$ cat config.mk
export PLATFORM = sky130hd
export DESIGN_NAME = plc_prg
export DESIGN_NICKNAME = d
export VERILOG_FILES = /design/src/rtl/plc_prg.sv
export SDC_FILE = /design/constraint.sdc
export NUM_CORES = 1
export LEC_CHECK = 0
export CORE_MARGIN = 3
export CORE_UTILIZATION = 44
export CTS_CLUSTER_SIZE = 24
export DETAILED_ROUTE_END_ITERATION = 7
export GPL_ROUTABILITY_DRIVEN = 0
export HOLD_SLACK_MARGIN = 0.02
export PLACE_DENSITY = 0.85
export SYNTH_ARGS = -nofsm -noshare
export SYNTH_HDL_FRONTEND = slang
export SYNTH_SLANG_ARGS = --single-unit
$ cat constraint.sdc
create_clock -name clk -period 2 [get_ports clk]
set_input_delay 0.4 -clock clk [delete_from_list [all_inputs] [get_ports clk]]
set_output_delay 0.4 -clock clk [all_outputs]
set_load 0.02 [all_outputs]
$ cat src/rtl/plc_prg.sv
// ============================================================================
// Module   : plc_prg
// Purpose  : AUTO/MANUAL spindle-feed control with on-delay timer (TON).
//            Macro SHORT_TIMER_EN selects a 20-cycle default preset.
// Revision : 1.0  initial release
// ============================================================================
`default_nettype none

module plc_prg #(
`ifdef SHORT_TIMER_EN
  parameter int unsigned TON_PRESET = 20
`else
  parameter int unsigned TON_PRESET = 50_000_000
`endif
) (
  input  logic       clk,
  input  logic       rst,
  input  logic       ena,
  input  logic [7:0] ui_in,
  output logic [7:0] uo_out,
  input  logic [7:0] uio_in,
  output logic [7:0] uio_out,
  output logic [7:0] uio_oe
);

  localparam int unsigned C_ACC_W  = 26;
  localparam logic [C_ACC_W-1:0] C_PRESET = C_ACC_W'(TON_PRESET);

  logic               w_start;
  logic               w_auto_sel;
  logic               w_man_sel;
  logic               w_auto_active;
  logic               w_man_active;
  logic               w_conflict;
  logic               w_run;
  logic               w_done;
  logic               w_control;
  logic               w_timing;
  logic [C_ACC_W-1:0] r_acc;

  assign w_start    = ui_in[0];
  assign w_auto_sel = ui_in[1];
  assign w_man_sel  = ui_in[2];

  // MAN wins when both selectors are asserted.
  assign w_man_active  = w_man_sel;
  assign w_auto_active = w_auto_sel & ~w_man_sel;
  assign w_conflict    = w_auto_sel & w_man_sel;
  assign w_run         = w_auto_active & w_start;

  always_ff @(posedge clk or posedge rst) begin
    if (rst) begin
      r_acc <= '0;
    end else if (w_run) begin
      if (r_acc < C_PRESET) begin
        r_acc <= r_acc + 1'b1;
      end
    end else begin
      r_acc <= '0;
    end
  end

  assign w_done   = (r_acc == C_PRESET);
  assign w_timing = w_run & ~w_done;

  always_comb begin
    w_control = 1'b0;
    if (w_man_active) begin
      w_control = w_start;
    end else if (w_auto_active) begin
      w_control = w_done;
    end
  end

  // Every driven output is gated by reset so the contactor drops immediately.
  always_comb begin
    uo_out = 8'h00;
    if (!rst) begin
      uo_out[0] = w_control;
      uo_out[1] = w_timing;
      uo_out[2] = w_auto_active;
      uo_out[3] = w_man_active;
      uo_out[4] = w_conflict;
    end
  end

  assign uio_out = 8'h00;
  assign uio_oe  = 8'h00;

  logic w_unused;
  assign w_unused = &{1'b0, ena, uio_in, ui_in[7:3]};

endmodule

`default_nettype wire

==> metrics.cfg, run 1 <==
[cells_and_area]
fin_area_sq_um = 2450
synthToLayoutAreaGrowth_pct = 42.0
filler_cell_count = 270
top_regs = r_acc (26)
drive_above_1_share_pct = 38.2
nets = 282
largest_register = r_acc
post-route-util_pct = 65.8
largest_register_ff_count = 26
antenna_cells = 0

[timing]
fin_ws_ps = -468
hold_viol_final = 0
slew_violations = 0
setup_viol = 7
max_freq_mhz = 405
rsz0062_at_grt = yes
fin_crit_ps = 2470
period_share_pct = 123
skew_ps = 2.62

[run_status]
violations = setup timing
run_status = finished, violations left

[grt]
overflow = 0
grt_max_degree = 25
grt_pass1_vias = 1589
antenna_found_initial = 0
grt_first_pass_wirelength_mm = 7.23
track_usage_pct = 20.4

[yosys]
yosys_warnings = 0
synth_most_common_cell = dfrtp_1
yosys-top-cells-area = dfrtp_1, buf_4, a21oi_1
yosysTopAreaCellShare_pct = 37.8
synth_flop_cell = dfrtp_1
synth_cell_types = 41
synthTopCellsByCount = dfrtp_1, buf_4, a21oi_1, nand2_1
syn_avg_cell_area_sq_um = 8.45
synth_cells = 204
synth_seq_area_share_pct = 37.8
synth_edf_count = 0
yosysTopAreaCell = dfrtp_1
syn_area_sq_um = 1720
ys_seq_elements = 26
ys_async_sr_fraction_pct = 100

[power]
p_leak_nw = 1.08
p_int_uw = 688
switching_share_pct = 25.3
seq_power_share_pct = 57.2
clock_power_share_pct = 32.2
p_total_uw = 922
peakVddDrop_v = 0.000329
pwr_density_cell_nw_per_um2 = 377
comb_power_share_pct = 10.6
p_switching_uw = 233

[die]
dieArea_sq_um = 4700
core_area_sq_um = 3720
row_count = 22
die_x_um = 68.6
start_util_pct = 46.4
die_h_um = 68.6
io_pins = 43

[clock_network]
cts_tree = yes
clock-sinks = 26
clkLatencyLatePin_ps = 270
htree_levels = 1
holdBufCountCts = 0
root_buffer = clkbuf_8
cts_buffers = 3
path_clk_slew_ps = 90
clock_path_buffers = 2

[worst_setup_path]
path_buf_inv = 2
critical-path-top-delay-family = simple AND/OR/NAND/NOR gates
path_class = reg -> out
cp_data_arrival_time_ps = 2070
path_cells = inv_2 > ha_4 > nand4_1 > or4b_4 > nor4_4 > a22o_1 > buf_6
crit_path_max_incr_delay_ps = 530
critPathRequiredTime_ps = 1600
crit_path_end_kind = primary output
cp-start-kind = flip-flop
worstPathMaxFanout = 2
cpMaxStageDelayCell = or4b_4

[drt]
initialDrtViolationCount = 146
drt_first_pass_iters = 5
vias_per_cell = 5.90
wl_per_cell_um = 17.2
wl_mm = 5.28
drc = 0
ant_nets = 0
vias = 1811

[placement]
dpl-instance-area_sq_um = 2120
port_buffers = 9
dp_hpwl_mm = 3.09

[flow_run]
drv_cap = 0

[worst_hold_path]
hold_class = reg -> reg

[worst paths after layout]
path                                       start               endpoint  slack [ps]  cells after the start
setup / recovery            r_acc[0]$_DFFE_PP0P_              uo_out[0]        -470                      7
hold / removal             r_acc[17]$_DFFE_PP0P_  r_acc[17]$_DFFE_PP0P_         640                      2
setup reg to reg            r_acc[1]$_DFFE_PP0P_  r_acc[18]$_DFFE_PP0P_         -60                      8
hold reg to reg            r_acc[17]$_DFFE_PP0P_  r_acc[17]$_DFFE_PP0P_         640                      2
max in group asynchronous                    rst  r_acc[14]$_DFFE_PP0P_        1170                      4
min in group asynchronous                    rst   r_acc[6]$_DFFE_PP0P_         660                      4
[worst min-delay path, cell delays in order, from the launching register on]
cell	delay, ps
dfrtp_1	420
o21ai_0	110
a21oi_1	70
[cell usage in the layout (no fill, tap or decap), types with 3 or more instances in the layout]
cell and n:
buf_4 42, dfrtp_1 26, conb_1 19, nand2_1 16, nor2_1 11, buf_6 11
o21ai_0 10, a21oi_2 10, nand4_1 8, a21oi_1 8, nand3_1 7, or3_1 6
or4_4 6, or3_4 5, o31ai_1 5, nor3_1 4, and3_1 4, clkdlybuf4s50_1 4
and4_1 3, o21a_1 3, a31oi_1 3, clkbuf_8 3, dlygate4sd2_1 3
[cells by family after synthesis]
group / share of synthesized area [%]
AO/OA/AOI/OAI: 18.1
XOR/XNOR: 0.508
adder cells (fa/ha/maj): 1.45
buffers and inverters: 11.6
flip-flops: 37.8
other: 0.218
AND/OR/NAND/NOR: 30.4
[through the flow]
step                      hold slack, ps  std cells  TNS (ps)  setup WS (ps)
after floorplan                      440        222         0           17.3
after global placement               572        294     -1400           -464
after detailed placement             592        294     -1800           -557
after CTS                            605        298      -752           -379
after global routing                 683        307     -2030           -516
final                                643        307      -949           -468
[power by group through the flow]
stage          Sequential (mW)  Clock [mW]  Combinational [mW]
2_1_floorplan            0.538           0              0.0868
3_3_place_gp             0.537           0              0.0916
3_5_place_dp             0.537           0              0.0928
4_1_cts                  0.527       0.301              0.0915
5_1_grt                  0.527       0.322               0.107
6_report                 0.527       0.297              0.0978
[cell type report]
cell class              count  area, sq um  share of cell area (%)
well taps                  48         60.1                    2.46
multi-input cells         164         1160                    47.6
inverters                   4         15.0                   0.614
flip-flops and latches     26          651                    26.6
clock buffers               3         41.3                    1.69
repair buffers             62          515                    21.1
[routing by layer]
metal | GRT usage (%) | share of wire [%]
met2 | 35.0 | 51
met1 | 26.3 | 37
met5 | 0 | 0
met3 | 2.76 | 7.5
met4 | 6.45 | 3.8
[timing repair]
item                                    4_1_cts  5_1_grt
pin swaps                                    13       20
setup buffers                                 0        7
resized for setup                            26       38
gates cloned                                  1        2
endpoints found under the setup margin       21       26
Note: power is estimated with default switching activity, not from simulation.
==> run 2: changes to the inputs <==
- ABC_AREA: default -> 1
- CAP_MARGIN: default -> 20
- CORE_UTILIZATION: 44 -> 45
- PLACE_DENSITY: 0.85 -> 0.83
==> run 2 against run 1 <==
The run now ends clean. First-iteration DRC count up 34%. Critical endpoint is now uo_out[1]. Sequential power about the same. Cell count up 38%. Design area up 7.9%. Clock power up 17%. Global-route usage down 2.1 points. Setup slack better by 540 ps. Die area up 23%.
==> metrics.cfg, run 2 <==
[grt]
grt_first_pass_wirelength_mm = 8.96
track_usage_pct = 18.3
grt_pass1_vias = 2091
grt_max_degree = 27
overflow = 0
antenna_found_initial = 0

[die]
dieArea_sq_um = 5780
start_util_pct = 48.7
row_count = 24
io_pins = 43
core_area_sq_um = 4530
die_h_um = 76.0
die_x_um = 76.0

[worst_setup_path]
cp_data_arrival_time_ps = 1530
startpoint = r_acc[11]$_DFFE_PP0P_
crit_path_max_incr_delay_ps = 400
endpoint = uo_out[1]
worstPathMaxFanout = 2
crit_path_end_kind = primary output
cpMaxStageDelayCell = dfrtp_1
cpMostUsedCell = nor2_2
reg2reg_to = r_acc[0]$_DFFE_PP0P_
timing.rr.start = r_acc[11]$_DFFE_PP0P_
cp-start-kind = flip-flop
ff2ff_path_depth = 11
path_cells = nor2_2 > nand2_1 > nor2_2 > nand2_1 > nor2_2 > buf_4 > nor3_1 > buf_2
path_class = reg -> out
rrSetupSlack_ps = 180
critPathRequiredTime_ps = 1600

[yosys]
synth_edf_count = 0
synth_most_common_cell = nand2_1
synth_cell_types = 34
ys_async_sr_fraction_pct = 100
synth_flop_cell = dfrtp_1
ys_seq_elements = 26
yosys_warnings = 0
synth_seq_area_share_pct = 29.5
yosys-top-cells-area = dfrtp_1, nand2_1, nand3_1
yosysTopAreaCell = dfrtp_1
synthTopCellsByCount = nand2_1, nor2_1, nand3_1, dfrtp_1, inv_1
syn_avg_cell_area_sq_um = 7.14
syn_area_sq_um = 2210
yosysTopAreaCellShare_pct = 29.5
synth_cells = 309

[drt]
vias_per_cell = 5.03
drc = 0
wl_mm = 5.12
ant_nets = 0
vias = 2131
initialDrtViolationCount = 195
drt_first_pass_iters = 4
wl_per_cell_um = 12.1

[placement]
dpl-instance-area_sq_um = 2580
dp_cells = 419
place_worst_setup_slack_ps = -255
port_buffers = 9
dp_hpwl_mm = 3.99

[clock_network]
path_clk_slew_ps = 90
clock_path_buffers = 2
clock-sinks = 26
htree_levels = 1
cts_tree = yes
clkLatencyLatePin_ps = 270
root_buffer = clkbuf_8
holdBufCountCts = 0
cts_buffers = 3

[timing]
max_freq_mhz = 519
timing.hold.ws_ps = 570
slew_violations = 0
setup_viol = 0
period_share_pct = 96.4
hold_viol_final = 0
fin_ws_ps = 71.8
rsz0062_at_grt = no
skew_ps = 2.82
fin_crit_ps = 1930

[cells_and_area]
drive_above_1_share_pct = 25.6
nets = 381
largest_register = r_acc
synthToLayoutAreaGrowth_pct = 19.6
stdcell_count = 424
post-route-util_pct = 58.2
final_cell_mix = nand2_1, buf_4, nor2_1
fin_area_sq_um = 2640
final_common_cell = nand2_1
largest_register_ff_count = 26
antenna_cells = 0
top_regs = r_acc (26)

[flow_run]
drv_cap = 0

[power]
p_switching_uw = 246
p_int_uw = 726
switching_share_pct = 25.3
p_leak_nw = 1.27
clock_power_share_pct = 35.7
peakVddDrop_v = 0.000176
pwr_density_cell_nw_per_um2 = 368
seq_power_share_pct = 54.2
comb_power_share_pct = 10.1

[run_status]
run_status = completed

[worst_hold_path]
hold_class = reg -> reg

-- run 2: cell types whose count changed after synthesis, sizes merged, moves of 4 or more --
| cell | previous run | this run |
|---|---|---|
| xor2 | 0 | 11 |
| nor2 | 11 | 43 |
| nand3 | 8 | 45 |
| buf | 21 | 25 |
| clkbuf | 9 | 1 |
| or4 | 8 | 0 |
| or3 | 11 | 0 |
| nand2 | 17 | 93 |
| a21oi | 18 | 0 |
| nor4 | 5 | 0 |
| inv | 4 | 24 |
| o21ai | 11 | 17 |
| o31ai | 6 | 0 |
-- run 2: critical path: cells and delay by family, from the launching register on --
kind / cells / cell delay, ps
simple gates: 6 / 580
flops: 1 / 400
buf+inv: 2 / 260
-- run 2: power by group through the flow --
stage	clock [mW]	combinational (mW)	sequential, mW
after floorplan	0	0.0944	0.537
after global placement	0	0.0996	0.537
after detailed placement	0	0.101	0.537
after CTS	0.351	0.0979	0.527
after global routing	0.384	0.106	0.527
final	0.347	0.0979	0.527
-- run 2: repair_timing --
item                       4_1_cts  5_1_grt
cloned                           0        0
pin swaps                        2        4
setup endpoints to repair        5        2
gates resized for setup         16        0
setup buffers                    0        1
-- run 2: logic make-up (layout without fill, tap and decap cells) --
group / Yosys count / after routing / synth area share (%)
flops: 26 / 26 / 29.5
buf+inv: 51 / 83 / 13.7
other cells: 1 / 19 / 0.170
compound gates: 20 / 20 / 7.09
simple gates: 198 / 198 / 44.0
fa+ha+maj: 2 / 2 / 1.13
xor+xnor: 11 / 11 / 4.36
-- run 2: cell type report --
cell class / instances / area (sq um)
fill: 399 / 1900
multi-input combinational: 250 / 1330
sequential: 26 / 651
timing repair buffer: 54 / 427
inverter: 25 / 93.8
tap: 65 / 81.3
clock buffer: 4 / 55.1
-- run 2: how the worst min path moves through the flow --
stage | startpoint | to | slack, ps | cells past startpoint
2_1_floorplan | rst | r_acc[0]$_DFFE_PP0P_ | 440 | 1
3_3_place_gp | r_acc[0]$_DFFE_PP0P_ | r_acc[0]$_DFFE_PP0P_ | 550 | 2
4_1_cts | r_acc[0]$_DFFE_PP0P_ | r_acc[0]$_DFFE_PP0P_ | 580 | 2
5_1_grt | r_acc[0]$_DFFE_PP0P_ | r_acc[0]$_DFFE_PP0P_ | 620 | 2
3_5_place_dp | r_acc[0]$_DFFE_PP0P_ | r_acc[0]$_DFFE_PP0P_ | 560 | 2
6_report | r_acc[0]$_DFFE_PP0P_ | r_acc[0]$_DFFE_PP0P_ | 570 | 2
-- run 2: per-stage QoR --
step                total power [mW]  setup TNS [ps]
detailed placement             0.638            -885
global placement               0.637            -756
finish                         0.972               0
floorplan                      0.632               0
global route                    1.02               0
CTS                            0.975               0
-- run 2: layer usage --
metal | track usage (%) | vias up | wire length [um]
li1 | - | 1055 | -
met1 | 23.4 | 1013 | 2220
met2 | 33.2 | 56 | 2570
met3 | 2.01 | 7 | 277
met4 | 4.17 | 0 | 48
met5 | 0 | - | 0
==> run 3: changes to the inputs <==
- CTS_CLUSTER_DIAMETER: default -> 40
- clock period: 2 -> 1.7 ns (I/O delays scaled with it)
==> run 3 against run 2 <==
Core utilization is 3.9 points higher. Register-to-register slack got worse by 100 ps. Combinational power grew 27%. Clock skew fell by 0.53 ps. The run now ends with setup timing left. First-iteration DRC count increased by 4.6%. Sequential power up 18%.
==> metrics.cfg, run 3 (synthesis results as in run 2) <==
[clock_network]
clock_path_buffers = 2
cts_buffers = 3
holdBufCountCts = 0
root_buffer = clkbuf_8
clkLatencyLatePin_ps = 280
path_clk_slew_ps = 90
clock-sinks = 26
cts_tree = yes
htree_levels = 1

[grt]
track_usage_pct = 18.5
grt_first_pass_wirelength_mm = 8.98
grt_pass1_vias = 2074
grt_max_degree = 27
overflow = 0
antenna_found_initial = 0

[worst_hold_path]
min-delay-start = r_acc[0]$_DFFE_PP0P_
hold_class = reg -> reg

[cells_and_area]
antenna_cells = 0
largest_register = r_acc
fin_area_sq_um = 2810
nets = 389
final_cell_mix = nand2_1, buf_4, nand3_1
drive_above_1_share_pct = 33.5
synthToLayoutAreaGrowth_pct = 27.5
final_common_cell = nand2_1
filler_cell_count = 363
top_regs = r_acc (26)
post-route-util_pct = 62.1
largest_register_ff_count = 26

[timing]
slew_violations = 0
skew_ps = 2.29
hold_viol_final = 0
setup_viol = 2
period_share_pct = 108
fin_ws_ps = -140
rsz0062_at_grt = yes
max_freq_mhz = 543
fin_crit_ps = 1840

[drt]
vias = 2201
highest_layer = met4
routed-wl-met3_um = 377
drt_first_pass_iters = 5
drc = 0
ant_nets = 0
initialDrtViolationCount = 204
dr_wl_met2_mm = 2.90
wl_mm = 5.81
vias_per_cell = 5.09
wl_met1_mm = 2.45
wl_per_cell_um = 13.5

[worst_setup_path]
cpMaxStageDelayCell = dfrtp_1
cp-start-kind = flip-flop
cp_data_arrival_time_ps = 1500
startpoint = r_acc[0]$_DFFE_PP0P_
path_class = reg -> out
critPathRequiredTime_ps = 1360
path_buf_inv = 3
crit_path_end_kind = primary output
timing.rr.start = r_acc[0]$_DFFE_PP0P_
critical-path-top-delay-family = buffers and inverters
path_cells = inv_1 > ha_2 > nand3_1 > nor2_2 > buf_4 > nor3_1 > buf_2
crit_path_max_incr_delay_ps = 370
worstPathMaxFanout = 2

[run_status]
violations = setup timing
run_status = finished, violations left

[flow_run]
drv_cap = 0

[die]
start_util_pct = 48.7
dieArea_sq_um = 5780
core_area_sq_um = 4530
row_count = 24
die_x_um = 76.0
die_h_um = 76.0
io_pins = 43

[placement]
port_buffers = 9
dp_hpwl_mm = 3.99
dpl-instance-area_sq_um = 2630

[power]
peakVddDrop_v = 0.000244
pwr_density_cell_nw_per_um2 = 415
p_leak_nw = 1.33
p_total_mw = 1.17

[run 3: cell count changes in the layout (fill, tap and decap cells not counted), moves of 3 or more]
cell	previous run	this run
dlygate4sd2_1	3	0
buf_4	44	49
nor2_1	34	28
nor2_2	5	8
nand2_1	88	81
nor2_4	4	7
nand2_2	4	10
[run 3: cell type report]
class,instances,area [sq um],share of cell area (%)
multi-input combinational,250,1400,49.7
tap,65,81.3,2.89
sequential,26,651,23.1
inverter,25,97.6,3.47
timing repair buffer,62,531,18.9
clock buffer,4,55.1,1.96
[run 3: worst paths after layout]
path | end | slack, ps | cells past startpoint
setup reg to reg | r_acc[14]$_DFFE_PP0P_ | 80 | 11
max in group asynchronous | r_acc[0]$_DFFE_PP0P_ | 770 | 4
hold reg to reg | r_acc[0]$_DFFE_PP0P_ | 600 | 2
setup / recovery | uo_out[1] | -140 | 7
hold / removal | r_acc[0]$_DFFE_PP0P_ | 600 | 2
min in group asynchronous | r_acc[6]$_DFFE_PP0P_ | 670 | 4
[run 3: power by group]
| group | total [mW] | leakage [nW] | internal (mW) | switching, mW |
|---|---|---|---|---|
| Combinational | 0.124 | 0.935 | 0.0316 | 0.0924 |
| Clock | 0.423 | 0.0288 | 0.208 | 0.215 |
| Sequential | 0.620 | 0.363 | 0.619 | 0.000716 |
[run 3: worst reg2reg max path, delay by kind of cell, from the launching register on]
kind / cells / cell delay, ps
AND/OR/NAND/NOR: 7 / 630
flip-flops: 1 / 370
buffers and inverters: 2 / 270
adder cells (fa/ha/maj): 1 / 180
AO/OA/AOI/OAI: 1 / 140
[run 3: repair_timing]
item                       4_1_cts  5_1_grt
buffers inserted                 3        2
cloned                           0        1
pin swaps                        3        7
setup endpoints to repair        5       29
resized for setup               30       23
[run 3: through the flow]
| step | cells | worst slack, ps | hold slack [ps] | TNS, ps |
|---|---|---|---|---|
| 3_3_place_gp | 424 | -394 | 553 | -3390 |
| 5_1_grt | 432 | -221 | 639 | -609 |
| 6_report | 432 | -140 | 604 | -228 |
| 3_5_place_dp | 424 | -459 | 572 | -4970 |
| 2_1_floorplan | 327 | 119 | 380 | 0 |
| 4_1_cts | 431 | -141 | 586 | -248 |
[run 3: routing by layer]
metal | up-vias | GRT usage, %
li1 | 1073 | -
met1 | 1027 | 22.2
met2 | 92 | 34.0
met3 | 9 | 3.19
met4 | 0 | 5.43
met5 | - | 0
